`src/rtl/alu_result_stage_if.sv`:
```
// alu_result_stage_if: valid/ready result bus between the ALU, the result stage and writeback.
// Signals: valid/ready handshake, result, zero/overflow/cout flags, op (ALU select), dest tag.
// master drives the payload and valid; slave drives ready.
interface alu_result_stage_if #(
    parameter int DATA_W = 32,
    parameter int DEST_W = 5
);
    logic              valid;
    logic              ready;
    logic [DATA_W-1:0] result;
    logic              zero;
    logic              overflow;
    logic              cout;
    logic [2:0]        op;
    logic [DEST_W-1:0] dest;
    modport master (output valid, result, zero, overflow, cout, op, dest, input ready);
    modport slave  (input valid, result, zero, overflow, cout, op, dest, output ready);
endinterface

```
`src/rtl/alu_result_stage.sv`:
```
// alu_result_stage: registered 2-entry skid output stage behind the 32-bit ALU.
// Ports:
//   clk, rst_n      clock, asynchronous active-low reset
//   alu (slave)     upstream ALU result bus; ready = skid entry empty (registered)
//   wb  (master)    head entry toward writeback; op is driven 0 (not meaningful downstream)
//   sticky_clr      synchronous clear of sticky_ovf (a same-cycle set wins)
//   sticky_ovf      set by any accepted qualified overflow
//   acc_count       number of accepted inputs, wraps
module alu_result_stage #(
    parameter int DATA_W = 32,
    parameter int DEST_W = 5,
    parameter int CNT_W  = 16
) (
    input  logic                 clk,
    input  logic                 rst_n,
    alu_result_stage_if.slave    alu,
    alu_result_stage_if.master   wb,
    input  logic                 sticky_clr,
    output logic                 sticky_ovf,
    output logic [CNT_W-1:0]     acc_count
);
    typedef enum logic [1:0] {EMPTY, ONE, TWO} state_t;
    typedef struct packed {
        logic [DATA_W-1:0] result;
        logic              zero;
        logic              ovf;
        logic              cout;
        logic [DEST_W-1:0] dest;
    } entry_t;
    state_t state;
    entry_t head, skid, cap;
    logic   vld, rdy, arith, take_in, take_out;
    logic   unused_zero;
    // The raw ALU zero flag is not trusted; zero is recomputed from the result.
    assign unused_zero = alu.zero;
    // Only add/sub/compare-class ops (select 0..2) produce meaningful overflow/carry.
    always_comb begin
        arith    = alu.op <= 3'd2;
        cap      = '{result: alu.result, zero: alu.result == '0, ovf: alu.overflow & arith,
                     cout: alu.cout & arith, dest: alu.dest};
        take_in  = alu.valid & rdy;
        take_out = vld & wb.ready;
    end
    always_ff @(posedge clk or negedge rst_n) begin
        if (!rst_n) begin
            state      <= EMPTY;
            vld        <= 1'b0;
            rdy        <= 1'b1;
            head       <= '0;
            skid       <= '0;
            sticky_ovf <= 1'b0;
            acc_count  <= '0;
        end else begin
            acc_count  <= acc_count + CNT_W'(take_in);
            sticky_ovf <= (take_in & cap.ovf) | (sticky_ovf & ~sticky_clr);
            case (state)
                EMPTY: if (take_in) begin
                    head  <= cap;
                    vld   <= 1'b1;
                    state <= ONE;
                end
                ONE: if (take_in && take_out) begin
                    head <= cap;
                end else if (take_in) begin
                    skid  <= cap;
                    rdy   <= 1'b0;
                    state <= TWO;
                end else if (take_out) begin
                    vld   <= 1'b0;
                    state <= EMPTY;
                end
                TWO: if (take_out) begin
                    head  <= skid;
                    rdy   <= 1'b1;
                    state <= ONE;
                end
                default: state <= EMPTY;
            endcase
        end
    end
    assign alu.ready   = rdy;
    assign wb.valid    = vld;
    assign wb.result   = head.result;
    assign wb.zero     = head.zero;
    assign wb.overflow = head.ovf;
    assign wb.cout     = head.cout;
    assign wb.dest     = head.dest;
    assign wb.op       = 3'd0;
endmodule
```
`src/flat_wrapper.sv`:
```
// flat-port wrapper written by rule: the top's interface ports become plain ports
module alu_result_stage_flat 
#(
    parameter int DATA_W = 32,
    parameter int DEST_W = 5,
    parameter int CNT_W  = 16
)
  (clk, rst_n, sticky_clr, sticky_ovf, acc_count, alu_valid, alu_result, alu_zero, alu_overflow, alu_cout, alu_op, alu_dest, alu_ready, wb_valid, wb_result, wb_zero, wb_overflow, wb_cout, wb_op, wb_dest, wb_ready);
  alu_result_stage_if #(.DATA_W(DATA_W), .DEST_W(DEST_W)) alu_i ();
  alu_result_stage_if #(.DATA_W(DATA_W), .DEST_W(DEST_W)) wb_i ();
  input  logic clk;
  input  logic rst_n;
  input  logic sticky_clr;
  output logic sticky_ovf;
  output logic [CNT_W-1:0] acc_count;
  input wire logic [$bits(alu_i.valid)-1:0] alu_valid;
  input wire logic [$bits(alu_i.result)-1:0] alu_result;
  input wire logic [$bits(alu_i.zero)-1:0] alu_zero;
  input wire logic [$bits(alu_i.overflow)-1:0] alu_overflow;
  input wire logic [$bits(alu_i.cout)-1:0] alu_cout;
  input wire logic [$bits(alu_i.op)-1:0] alu_op;
  input wire logic [$bits(alu_i.dest)-1:0] alu_dest;
  output wire logic [$bits(alu_i.ready)-1:0] alu_ready;
  output wire logic [$bits(wb_i.valid)-1:0] wb_valid;
  output wire logic [$bits(wb_i.result)-1:0] wb_result;
  output wire logic [$bits(wb_i.zero)-1:0] wb_zero;
  output wire logic [$bits(wb_i.overflow)-1:0] wb_overflow;
  output wire logic [$bits(wb_i.cout)-1:0] wb_cout;
  output wire logic [$bits(wb_i.op)-1:0] wb_op;
  output wire logic [$bits(wb_i.dest)-1:0] wb_dest;
  input wire logic [$bits(wb_i.ready)-1:0] wb_ready;
  assign alu_i.valid = alu_valid;
  assign alu_i.result = alu_result;
  assign alu_i.zero = alu_zero;
  assign alu_i.overflow = alu_overflow;
  assign alu_i.cout = alu_cout;
  assign alu_i.op = alu_op;
  assign alu_i.dest = alu_dest;
  assign alu_ready = alu_i.ready;
  assign wb_valid = wb_i.valid;
  assign wb_result = wb_i.result;
  assign wb_zero = wb_i.zero;
  assign wb_overflow = wb_i.overflow;
  assign wb_cout = wb_i.cout;
  assign wb_op = wb_i.op;
  assign wb_dest = wb_i.dest;
  assign wb_i.ready = wb_ready;
  alu_result_stage #(.DATA_W(DATA_W), .DEST_W(DEST_W), .CNT_W(CNT_W)) u_core (.clk(clk), .rst_n(rst_n), .alu(alu_i), .wb(wb_i), .sticky_clr(sticky_clr), .sticky_ovf(sticky_ovf), .acc_count(acc_count));
endmodule
```
`config.mk`:
```
export PLATFORM = sky130hd
export DESIGN_NAME = alu_result_stage_flat
export DESIGN_NICKNAME = d
export VERILOG_FILES = /design/src/rtl/alu_result_stage_if.sv /design/src/rtl/alu_result_stage.sv /design/src/flat_wrapper.sv
export SDC_FILE = /design/constraint.sdc
export NUM_CORES = 1
export LEC_CHECK = 0
export ABC_CLOCK_PERIOD_IN_PS = 2100
export CORE_MARGIN = 1.5
export CORE_UTILIZATION = 49
export CTS_CLUSTER_DIAMETER = 120
export DETAILED_ROUTE_END_ITERATION = 7
export PLACE_DENSITY_LB_ADDON = 0.3
export SLEW_MARGIN = 0
export SYNTH_ARGS = -nofsm -noshare
export SYNTH_HDL_FRONTEND = slang
export SYNTH_SLANG_ARGS = --single-unit
```
`constraint.sdc`:
```
create_clock -name clk -period 2.1 [get_ports clk]
set_clock_uncertainty 0.15 [all_clocks]
set_input_delay 0.21 -clock clk [delete_from_list [all_inputs] [get_ports clk]]
set_output_delay 0.21 -clock clk [all_outputs]
set_load 0.01 [all_outputs]
```
# Word level (Yosys, flattened, before mapping)

Index checks and enable logic that the tools add are counted.

Memories kept: 0
Logic and storage cells: 66
Bits in registers: 101
Memory bits (read-only): 0
Input port bits: 48
Bits in writable memories: 0
Latch bits: 0

Eq/ne operators: 10
Add/subtract/negate cells: 1
Order comparisons: 1
Shift-type cells: 0
Bitwise logic cells: 9
Multiply operators: 0
Div/mod/pow operators: 0
Mux-type cells: 19
Reductions and logical operators: 11

Operators by type and width:

| kind                 | count |
|---|---|
| $mux W40             | 3 |
| $pmux W40 S3         | 1 |
| $logic_not A32 Y1    | 1 |
| $add A16 B1 Y16      | 1 |
| $reduce_and A4 Y1    | 3 |
| $mux W2              | 5 |
| $ne A2 B1 Y1 const B | 5 |
| $mux W1              | 7 |
| $and A1 B1 Y1        | 6 |
| $pmux W2 S3          | 1 |
| $reduce_and A5 Y1    | 1 |
| $ne A2 B2 Y1 const B | 2 |
| $pmux W1 S2          | 2 |
| $reduce_bool A2 Y1   | 2 |
| $le A3 B2 Y1 const B | 1 |
| $ne A3 B1 Y1 const B | 1 |
| $reduce_and A3 Y1    | 1 |
| $reduce_bool A3 Y1   | 1 |
| $eq A2 B1 Y1 const B | 1 |
| $eq A2 B2 Y1 const B | 1 |
| $logic_not A2 Y1     | 1 |
| $not A1 Y1           | 2 |
| $logic_and A1 B1 Y1  | 1 |
| $or A1 B1 Y1         | 1 |

# Longest topological paths before layout

Gate-level depths: netlist of the first run.

Depth in word-level cells: 5
Depth in mapped cells: 6
Mapped depth without buffers: 6

# Worst setup path after synthesis of the first run

No wires, ideal clock.

Path kind: reg-to-reg
Start: register u_core.rdy (netlist: u_core.alu.ready)
End: register u_core.acc_count[14]
Slack: 297 ps
Clock period less this slack: 1,803 ps
Cell stages (with the launch flop): 7
Required time: 1,825 ps
Arrival time: 1,528 ps
Setup time: 125 ps
Path buffers: 0
Path through: dfstp_2 and3_1 ha_1 inv_1 nor4_1 nand2_1 xnor2_1

Cells in the longest elaborated chain, start to end: 2

Ends and longest elaborated chain:

| element                | RTL line               | text |
|---|---|---|
| from (decl)            | alu_result_stage.sv:32 | `logic vld, rdy, arith, take_in, take_out;` |
| from (signal assigned) | alu_result_stage.sv:48 | `rdy <= 1'b1;` |
| from (signal assigned) | alu_result_stage.sv:66 | `rdy <= 1'b0;` |
| from (signal assigned) | alu_result_stage.sv:74 | `rdy <= 1'b1;` |
| $and A1 B1 Y1          | alu_result_stage.sv:41 | `take_in = alu.valid & rdy;` |
| $add A16 B1 Y16        | alu_result_stage.sv:54 | `acc_count <= acc_count + CNT_W'(take_in);` |
| to (signal assigned)   | alu_result_stage.sv:54 |  |
| to (decl)              | alu_result_stage.sv:20 | `output logic [CNT_W-1:0] acc_count` |

No other way between the ends.
A chain may end at the register's enable or synchronous reset.

# Worst setup path in the final report of the first run

Same ends and word-level chain as after synthesis.

==> results by group, run 1 <==
Clock tree
  – CTS tree: yes
  – CTS Buf Count: 9
  – Post-CTS Repair Setup Buffers: 0
  – Post-CTS Resized: 0
  – CTS Buffer Depth: 2
  – Clk sink count: 101
  – Worst-Skew Late Latency: approximately 0.36 ns
  – Root Buffer: clkbuf_8
  – CTS clk-pin slew, worst paths: about 0.090 ns
  – H-tree depth: 3

Global routing
  – Largest net degree at the start of global routing: 47
  – Initial antenna violation count: 0
  – GRT Util Overall: 0.209
  – Gr ovfl total: 0
  – Number of global-route vias before repair: ~3,300
  – Global-route wire length before repair: 15,800 microns

Synthesis
  – Multiplexer share of the synthesized area: 0.0962
  – Area share of the leading cell type in the synthesized netlist: 0.578
  – Syn Inst Count: just over 400
  – Netlist cell types: 33
  – Post-Synth XOR/XNOR Area: 0.0303
  – Post-synthesis compound-gate area fraction: 0.0837
  – Syn_area_per_cell: roughly 11 sq um
  – Synth Area in Adders: 0.00289
  – Ys async rst share: 1.00
  – Synth area leader: dfrtp_1
  – Largest cells by area after synthesis: dfrtp_1 (58%), mux2_2 (9.6%), nand2_1 (7.8%), a31oi_1 (5.8%), nor2_1 (3.9%)
  – Simple logic cell fraction of the synthesized area: 0.163
  – Synth Flop Type: dfrtp_1
  – Sequential fraction of the synthesis area: 0.584
  – Largest family of logic cells by synthesized area: simple AND/OR/NAND/NOR gates
  – Yosys reg bits: between 100 and 150
  – Cell Area, Synth: roughly 4300 sq um
  – Post-synth EDFFs: 0
  – Warnings from Yosys: 0

Critical path
  – CP endpoint kind: flop
  – CP Max Fanout: 6
  – Critical-path top delay cell: dfstp_2
  – Max incr delay on CP: approximately 0.59 ns
  – Startpoint types: flop
  – Delay-heaviest family, CP: simple AND/OR/NAND/NOR gates
  – Critical path class: reg -> reg
  – Buf/Inv on CP: 1
  – CP required: ~2.2 ns
  – Crit-path cells: and3_1, ha_1, inv_1, nor4_1, nand2_1, xnor2_1
  – Critical path arrival: 1.99 ns

Routing
  – Initial DRC count: around 140
  – DR vias: between 3,000 and 4,000
  – Final wirelength: 9420 microns
  – Vias per cell: 5.25
  – Detailed-router iteration count before antenna repair: 4
  – Remaining DRCs: 0
  – Average wire per standard cell: roughly 15 microns
  – Post-route ant nets: 0

Floorplan
  – Die W: 97.0 microns
  – # IOs: 110
  – # rows: 34
  – Die H: between 90 and 100 microns
  – Core area: ~8600 sq um
  – Starting Density: 0.502
  – DIE AREA: between 9000 and 10,000 sq um

Power
  – Peak supply drop: 371 uV
  – Power Density: around 560 nW/um^2
  – Leak: ~0.0026 uW

STA
  – Final Critical Period: 1.89 ns
  – Setup violators final: 0
  – TNS Setup: 0 ns
  – RSZ-0062 raised after global routing: false
  – Final cycle utilization of the critical path: 0.901
  – Fin. max-slew vios: 0
  – Peak Freq: 528 MHz
  – Slew headroom: 0.627
  – Fin. Hold Viols: 0
  – Slew at the pin closest to its max-slew limit: 0.560 ns

Finish
  – Net count, final: 560
  – Post-layout instance area: 5700 sq um
  – Final Non-Filler Cells: 623
  – Area delta synth->final: 31.6%
  – Share of layout cells above drive strength 1: 0.142
  – N_diodes: 0

Place
  – Cells after DPL: around 610
  – Gpl congestion: 0.766
  – # port buffers: between 100 and 150
  – Post-detail-place hpwl: roughly 6600 microns
  – Placement-stage cell area: around 5500 sq um

Min path
  – Hold/Removal Path Class: in -> async

Run status
  – Status: finished clean

Job
  – # Max-Cap Violations: 0
## sequential cells by signal (all words and copies together) (netlist names), 2 cells and up
| signal | cells |
|---|---|
| u_core.acc_count | 16 |
| u_core.skid | 40 |
| u_core.state | 2 |
| u_core.wb.dest | 5 |
| u_core.wb.result | 32 |
## layer usage
metal	up-vias	global-route usage	routed length, microns
li1	1597	-	-
met4	0	0.0401	73
met1	1588	0.270	4200
met5	-	0	0
met2	80	0.353	4620
met3	8	0.0607	526
## stage by stage
step	power [uW]	util	worst slack, ns	hold slack, ns
5_1_grt	3340	0.660	0.0454	0.263
3_3_place_gp	2160	0.640	0.0492	0.0876
6_report	3210	0.660	0.208	0.234
4_1_cts	3250	0.660	0.190	0.246
2_1_floorplan	2010	-	0.297	-0.236
3_5_place_dp	2160	0.640	-0.00461	0.0881
## placed cells by master (no fill, tap or decap), types with 2 or more instances in the layout
cell type        synthesis  layout
a21oi_1                  6       6
a31oi_1                 40      40
and3_1                   3       3
buf_12                   0       5
buf_4                    6       8
clkbuf_8                 0       9
clkdlybuf4s50_1          0     104
clkinv_2                 0       2
conb_1                   1       3
dfrtp_1                100     100
inv_1                    3       3
inv_6                    0       2
mux2_2                  37      37
nand2_1                 90      90
nand2_2                  2       2
nand3_1                  7       7
nand4_1                  5       5
nor2_1                  45      45
nor4_1                   9       9
o21ai_0                  3       3
o22ai_1                  2       2
xnor2_1                 10      10
xor2_1                   5       5
## cells in the mapped netlist, types with 5 or more instances
cell type and n:
buf_2 9, nand3_1 7, nor4_1 9, mux2_2 37, dfrtp_1 100, xor2_1 5, nand2_1 90, nand4_1 5
a21oi_1 6, buf_4 6, xnor2_1 10, clkbuf_1 6, a31oi_1 40, nor2_1 45
## worst reg2reg max path, cell delays in order, from the launching register on
cell and delay [ns]:
dfstp_2 0.59, and3_1 0.18, ha_1 0.17, inv_1 0.06, nor4_1 0.38, nand2_1 0.12, xnor2_1 0.14
## final cells by class
cell class              instances  area, sq um
clock buffers                  10          128
clock inverters                 5         36.3
fillers                       719         2930
inverters                       3         11.3
multi-input cells             278         1650
flip-flops and latches        101         2530
well taps                     108          135
repair buffers                118         1210
## worst paths after layout
kind / slack (ns) / depth (start not counted) / endpoint / start
max: 0.21 / 6 / u_core.acc_count[14] / u_core.alu.ready
min: 0.23 / 2 / u_core.wb.result[25] / rst_n
max reg2reg: 0.21 / 6 / u_core.acc_count[14] / u_core.alu.ready
min reg2reg: 0.33 / 1 / u_core.acc_count[15] / u_core.acc_count[15]
max in group asynchronous: 0.84 / 3 / u_core.wb.result[20] / rst_n
min in group clk: 0.27 / 2 / u_core.sticky_ovf / sticky_clr
## power by group
part           internal, uW      switching (uW)
Combinational          90.9                89.1
Sequential             1940  0.0000000000000198
Clock                   432                 651
## what timing repair did
item,CTS,global route
endpoints found under the hold margin,38,0
hold buffers,1,0
endpoints found under the setup margin,0,0
## kinds of logic after synthesis
group / count (synthesis)
fa+ha+maj: 1
compound gates: 55
xor+xnor: 15
flops: 101
buf+inv: 28
other cells: 1
mux: 37
simple gates: 167
Power figures use the tool's default switching activity.
==> run 2: changes to the inputs <==
--- a/config.mk
+++ b/config.mk
@@ -11,6 +11,7 @@
 export CTS_CLUSTER_DIAMETER = 120
 export DETAILED_ROUTE_END_ITERATION = 7
 export PLACE_DENSITY_LB_ADDON = 0.3
+export RECOVER_POWER = 100
 export SLEW_MARGIN = 0
 export SYNTH_ARGS = -nofsm -noshare
 export SYNTH_HDL_FRONTEND = slang
==> run 2 against run 1 <==
  * Via count is 0.27% higher
  * Wire length is 0.37% lower
  * Hold slack better by 0.031 ns
  * Die area stayed put
  * Final cell count stayed put
  * Utilization is 0.51 points lower
  * Critical path depth is 2 lower
  * Global-route usage stayed put
  * Design area is 0.77% lower
  * Combinational power hardly changed
==> results by group, run 2 (same netlist as run 1, synthesis figures left out) <==
Power
  – Total Power: about 3200 uW
  – Combinational Power Share: 0.056
  – Clock share of power: 0.339
  – Leak: between 0.002 and 0.003 uW
  – Cell-internal power: roughly 2500 uW
  – Power Density: about 570 nW/um^2
  – P_sw: approximately 750 uW
  – Peak supply drop: between 300 and 400 uV
  – Seq pwr share: 0.605
  – Sw Share: 0.232

Clock tree
  – Clk sink count: 101
  – H-tree depth: 3
  – CTS tree: yes
  – Worst-Skew Late Latency: around 0.36 ns
  – CTS clk-pin slew, worst paths: 0.09 ns
  – Root Buffer: clkbuf_8
  – Post-CTS Resized: 0
  – CTS Buf Count: 9
  – CTS Buffer Depth: 2

Global routing
  – GRT Util Overall: 0.209
  – Number of global-route vias before repair: around 3,300
  – Gr ovfl total: 0
  – Largest net degree at the start of global routing: 47
  – Initial antenna violation count: 0
  – Global-route wire length before repair: roughly 16,000 microns

STA
  – RSZ-0062 raised after global routing: false
  – Slew headroom: 0.271
  – Final Critical Period: 1.91 ns
  – Slew at the pin closest to its max-slew limit: about 1.1 ns
  – Peak Freq: roughly 520 MHz
  – Final cycle utilization of the critical path: 0.908
  – Setup violators final: 0
  – Fin. max-slew vios: 0
  – Fin. Hold Viols: 0

Place
  – Gpl congestion: about 0.77
  – # port buffers: roughly 110
  – Placement-stage cell area: 5530 sq um
  – Post-detail-place hpwl: 6640 microns
  – Cells after DPL: approximately 600

Finish
  – Net count, final: 560
  – N_diodes: 0
  – Final Non-Filler Cells: 623
  – Largest register FFs: 40
  – Most flops, register: u_core.skid
  – Commonest cells after routing, fill and taps aside: dfrtp_1 (100), nand2_1 (92), dlygate4sd3_1 (60), nor2_1 (45), clkdlybuf4s50_1 (45)
  – Fillers: approximately 730
  – Share of layout cells above drive strength 1: 0.130
  – Post-layout instance area: approximately 5700 sq um
  – Area delta synth->final: 30.6%
  – Commonest non-fill, non-tap cell in the layout: dfrtp_1

Routing
  – Average wire per standard cell: roughly 15 microns
  – Final wirelength: 9380 microns
  – Detailed-router iteration count before antenna repair: 4
  – Initial DRC count: around 130
  – DR vias: ~3,300
  – Remaining DRCs: 0
  – Post-route ant nets: 0
  – Vias per cell: ~5.3

Floorplan
  – Die W: 97.0 microns
  – DIE AREA: about 9400 sq um
  – Starting Density: 0.502
  – # rows: 34
  – Core area: 8640 sq um
  – Die H: 97.0 microns
  – # IOs: 110

Min path
  – Hold/Removal Path Class: in -> reg

Critical path
  – Max incr delay on CP: roughly 0.58 ns
  – Setup slack, reg-to-reg: around 0.19 ns
  – Critical path class: reg -> reg
  – Critical path arrival: 1.99 ns
  – CP Max Fanout: 22
  – Startpoint types: flop
  – Crit-path cells: and3b_1, nand2_1, buf_12, mux2_2
  – CP endpoint kind: flop
  – Critical-path top delay cell: dfstp_2
  – CP required: approximately 2.2 ns

Job
  – # Max-Cap Violations: 0

Run status
  – Status: finished clean
## run 2: cell count changes in the layout (fill, tap and decap cells not counted), sizes merged
cell | before | now
clkdlybuf4s50 | 104 | 45
clkbuf | 10 | 16
dlygate4sd3 | 1 | 60
buf | 13 | 7
## run 2: power by group through the flow
stage	Clock, uW	Sequential, uW	Combinational, uW
after floorplan	0	1980	27.6
after global placement	0	1980	178
after detailed placement	0	1980	181
after CTS	1120	1940	183
after global routing	1200	1940	199
final	1090	1940	179
## run 2: final cells by class
cell class              count  area, sq um  area share
inverters                   3         11.3     0.00199
multi-input cells         278         1630       0.287
clock inverters             5         36.3     0.00641
well taps                 108          135      0.0239
repair buffers            118         1190       0.211
flip-flops and latches    101         2530       0.447
clock buffers              10          128      0.0226
## run 2: timing repair
item / in CTS / in global routing
hold buffers: 1 / 0
setup buffers: 0 / 0
hold endpoints to repair: 38 / 0
endpoints found under the setup margin: 0 / 0
## run 2: metrics by stage
step	setup slack, ns	hold WS [ns]	util	setup TNS, ns
6_report	0.193	0.265	0.655	0
5_1_grt	0.0428	0.275	0.655	0
4_1_cts	0.190	0.246	0.660	0
3_5_place_dp	-0.00461	0.0881	0.640	-0.00461
3_3_place_gp	0.0492	0.0876	0.640	0
2_1_floorplan	0.297	-0.236	-	0
## run 2: worst paths after layout
kind | from | endpoint | cells after the start
setup / recovery | u_core.alu.ready | u_core.skid[28] | 4
hold / removal | sticky_clr | u_core.sticky_ovf | 2
setup reg to reg | u_core.alu.ready | u_core.skid[28] | 4
hold reg to reg | u_core.acc_count[15] | u_core.acc_count[15] | 1
max in group asynchronous | rst_n | u_core.wb.result[20] | 3
min in group asynchronous | rst_n | u_core.wb.result[25] | 2
## run 2: worst max-delay path, delay by kind of cell, from the launching register on
kind	cells	cell delay [ns]
buf+inv	1	0.26
simple gates	2	0.52
mux	1	0.28
flops	1	0.58
## run 2: metal layers
layer	up-vias	global-route usage	share of wire
li1	1602	-	-
met1	1600	0.270	0.45
met2	75	0.353	0.49
met3	5	0.0607	0.055
met4	0	0.0401	0.0068
met5	-	0	0
==> run 3: changes to the inputs <==
--- a/config.mk
+++ b/config.mk
@@ -6,7 +6,7 @@
 export NUM_CORES = 1
 export LEC_CHECK = 0
 export ABC_CLOCK_PERIOD_IN_PS = 2100
-export CORE_MARGIN = 1.5
+export CORE_MARGIN = 4
 export CORE_UTILIZATION = 49
 export CTS_CLUSTER_DIAMETER = 120
 export DETAILED_ROUTE_END_ITERATION = 7
==> run 3 against run 2 <==
  * Sequential share of layout area decreased by 0.33 points
  * Design area increased by 0.75%
  * First-iteration DRC count decreased by 15%
  * Setup slack worse by 0.0030 ns
  * Largest power group unchanged
  * Non-clock buffer count unchanged
==> results by group, run 3 (same netlist as run 1, synthesis figures left out) <==
Global routing
  – Largest net degree at the start of global routing: 53
  – Number of global-route vias before repair: around 3,300
  – Global-route wire length before repair: approximately 16,000 microns
  – Initial antenna violation count: 0
  – Gr ovfl total: 0
  – GRT Util Overall: 0.196

Critical path
  – CP Max Fanout: 6
  – Buf/Inv on CP: 1
  – Setup slack, reg-to-reg: approximately 0.20 ns
  – Startpoint types: flop
  – Critical-path top delay cell: dlygate4sd3_1
  – Crit-path cells: dlygate4sd3_1
  – Max incr delay on CP: about 0.62 ns
  – Cells on worst reg2reg path: 5
  – Delay-heaviest family, CP: buffers and inverters
  – CP required: ~1.7 ns
  – CP endpoint kind: output pin
  – Reg2reg start: u_core.alu.ready
  – Worst path depth: 1
  – Critical path arrival: 1.55 ns
  – Critical path class: reg -> out
  – FF-to-FF End: u_core.wb.result[30]

STA
  – Final Critical Period: 1.91 ns
  – Setup violators final: 0
  – Hold Slack: around 0.27 ns
  – RSZ-0062 raised after global routing: false
  – Fin worst setup slack: roughly 0.19 ns
  – Slew at the pin closest to its max-slew limit: a little over 0.7 ns
  – Final cycle utilization of the critical path: 0.909
  – Peak Freq: around 520 MHz
  – Fin. Hold Viols: 0
  – Slew headroom: 0.529
  – TNS Setup: 0 ns
  – Fin. max-slew vios: 0

Job
  – # Max-Cap Violations: 0

Routing
  – Vias per cell: about 5.3
  – Detailed-router iteration count before antenna repair: 4
  – Remaining DRCs: 0
  – Average wire per standard cell: ~15 microns
  – Initial DRC count: 107
  – DR vias: approximately 3,300
  – Final wirelength: ~9600 microns
  – Post-route ant nets: 0

Clock tree
  – CTS clk-pin slew, worst paths: approximately 0.090 ns
  – Worst-Skew Late Latency: between 0.3 and 0.4 ns
  – CTS Buffer Depth: 2
  – CTS Buf Count: 9
  – Root Buffer: clkbuf_8
  – Clk sink count: between 100 and 150
  – H-tree depth: 3
  – CTS tree: yes

Finish
  – Most flops, register: u_core.skid
  – Fillers: between 600 and 700
  – N_diodes: 0
  – Area delta synth->final: 31.6%
  – Multi-input combinational cell area: 1630 sq um
  – Commonest cells after routing, fill and taps aside: dfrtp_1 (100), nand2_1 (91), dlygate4sd3_1 (61), nor2_1 (45), clkdlybuf4s50_1 (44)
  – Share of layout cells above drive strength 1: 0.140
  – Post-layout utilization of the core: 0.657
  – Net count, final: 560
  – Largest register FFs: 40
  – Commonest non-fill, non-tap cell in the layout: dfrtp_1
  – Register Area: between 2000 and 3000 sq um

Power
  – Power Density: around 570 nW/um^2
  – Total Power: ~3200 uW
  – Leak: 0.00285 uW
  – Peak supply drop: 272 uV

Place
  – # port buffers: roughly 110
  – Post-detail-place hpwl: ~6800 microns
  – Dpl ws: 0.0278 ns
  – Gpl congestion: 0.789

Floorplan
  – # IOs: between 100 and 150
  – Starting Density: 0.499
  – Die H: around 100 microns
  – # rows: 34
  – Die W: approximately 100 microns
  – Core area: ~8700 sq um
  – DIE AREA: around 10,000 sq um

Min path
  – Hold/Removal Path Class: in -> async

Run status
  – Status: finished clean
run 3: where the power goes:
group	internal (uW)	total (uW)	leakage [uW]	switching (uW)
clock network	483	1110	0.0000795	632
logic	91.1	180	0.00136	88.6
registers	1940	1940	0.00141	0.0000000000000177
total	2520	3240	0.00285	721
run 3: worst max-delay path by stage:
stage                        startpoint                    to  slack (ns)
global route        u_core.acc_count[5]  u_core.acc_count[13]        0.06
global placement              alu_valid  u_core.acc_count[14]        0.05
finish                 u_core.alu.ready             alu_ready        0.19
CTS                    u_core.alu.ready  u_core.acc_count[12]        0.14
floorplan              u_core.alu.ready  u_core.acc_count[14]        0.30
detailed placement            alu_valid  u_core.wb.result[30]        0.03
run 3: stage by stage:
step | instance area, sq um | instances
6_report | 5700 | 622
5_1_grt | 5700 | 622
4_1_cts | 5730 | 622
3_5_place_dp | 5540 | 607
3_3_place_gp | 5540 | 607
2_1_floorplan | 4340 | 407
run 3: what timing repair did:
item | in CTS | in global routing
hold endpoints to repair | 48 | 0
hold buffers | 1 | 0
gates resized for setup | 0 | 1
setup endpoints to repair | 0 | 1
buffers inserted | 0 | 0
run 3: cell type report:
cell class / instances / share of cell area
multi-input combinational: 278 / 0.287
tap: 108 / 0.0237
clock inverter: 3 / 0.00395
inverter: 3 / 0.00197
sequential: 101 / 0.443
timing repair buffer: 118 / 0.214
clock buffer: 11 / 0.0266
run 3: layer usage:
metal	wire length [microns]	track usage	vias to the layer above
met2	4780	0.323	76
met3	587	0.0601	10
met4	94	0.0484	0
met1	4090	0.254	1616
li1	-	-	1593
met5	0	0	-
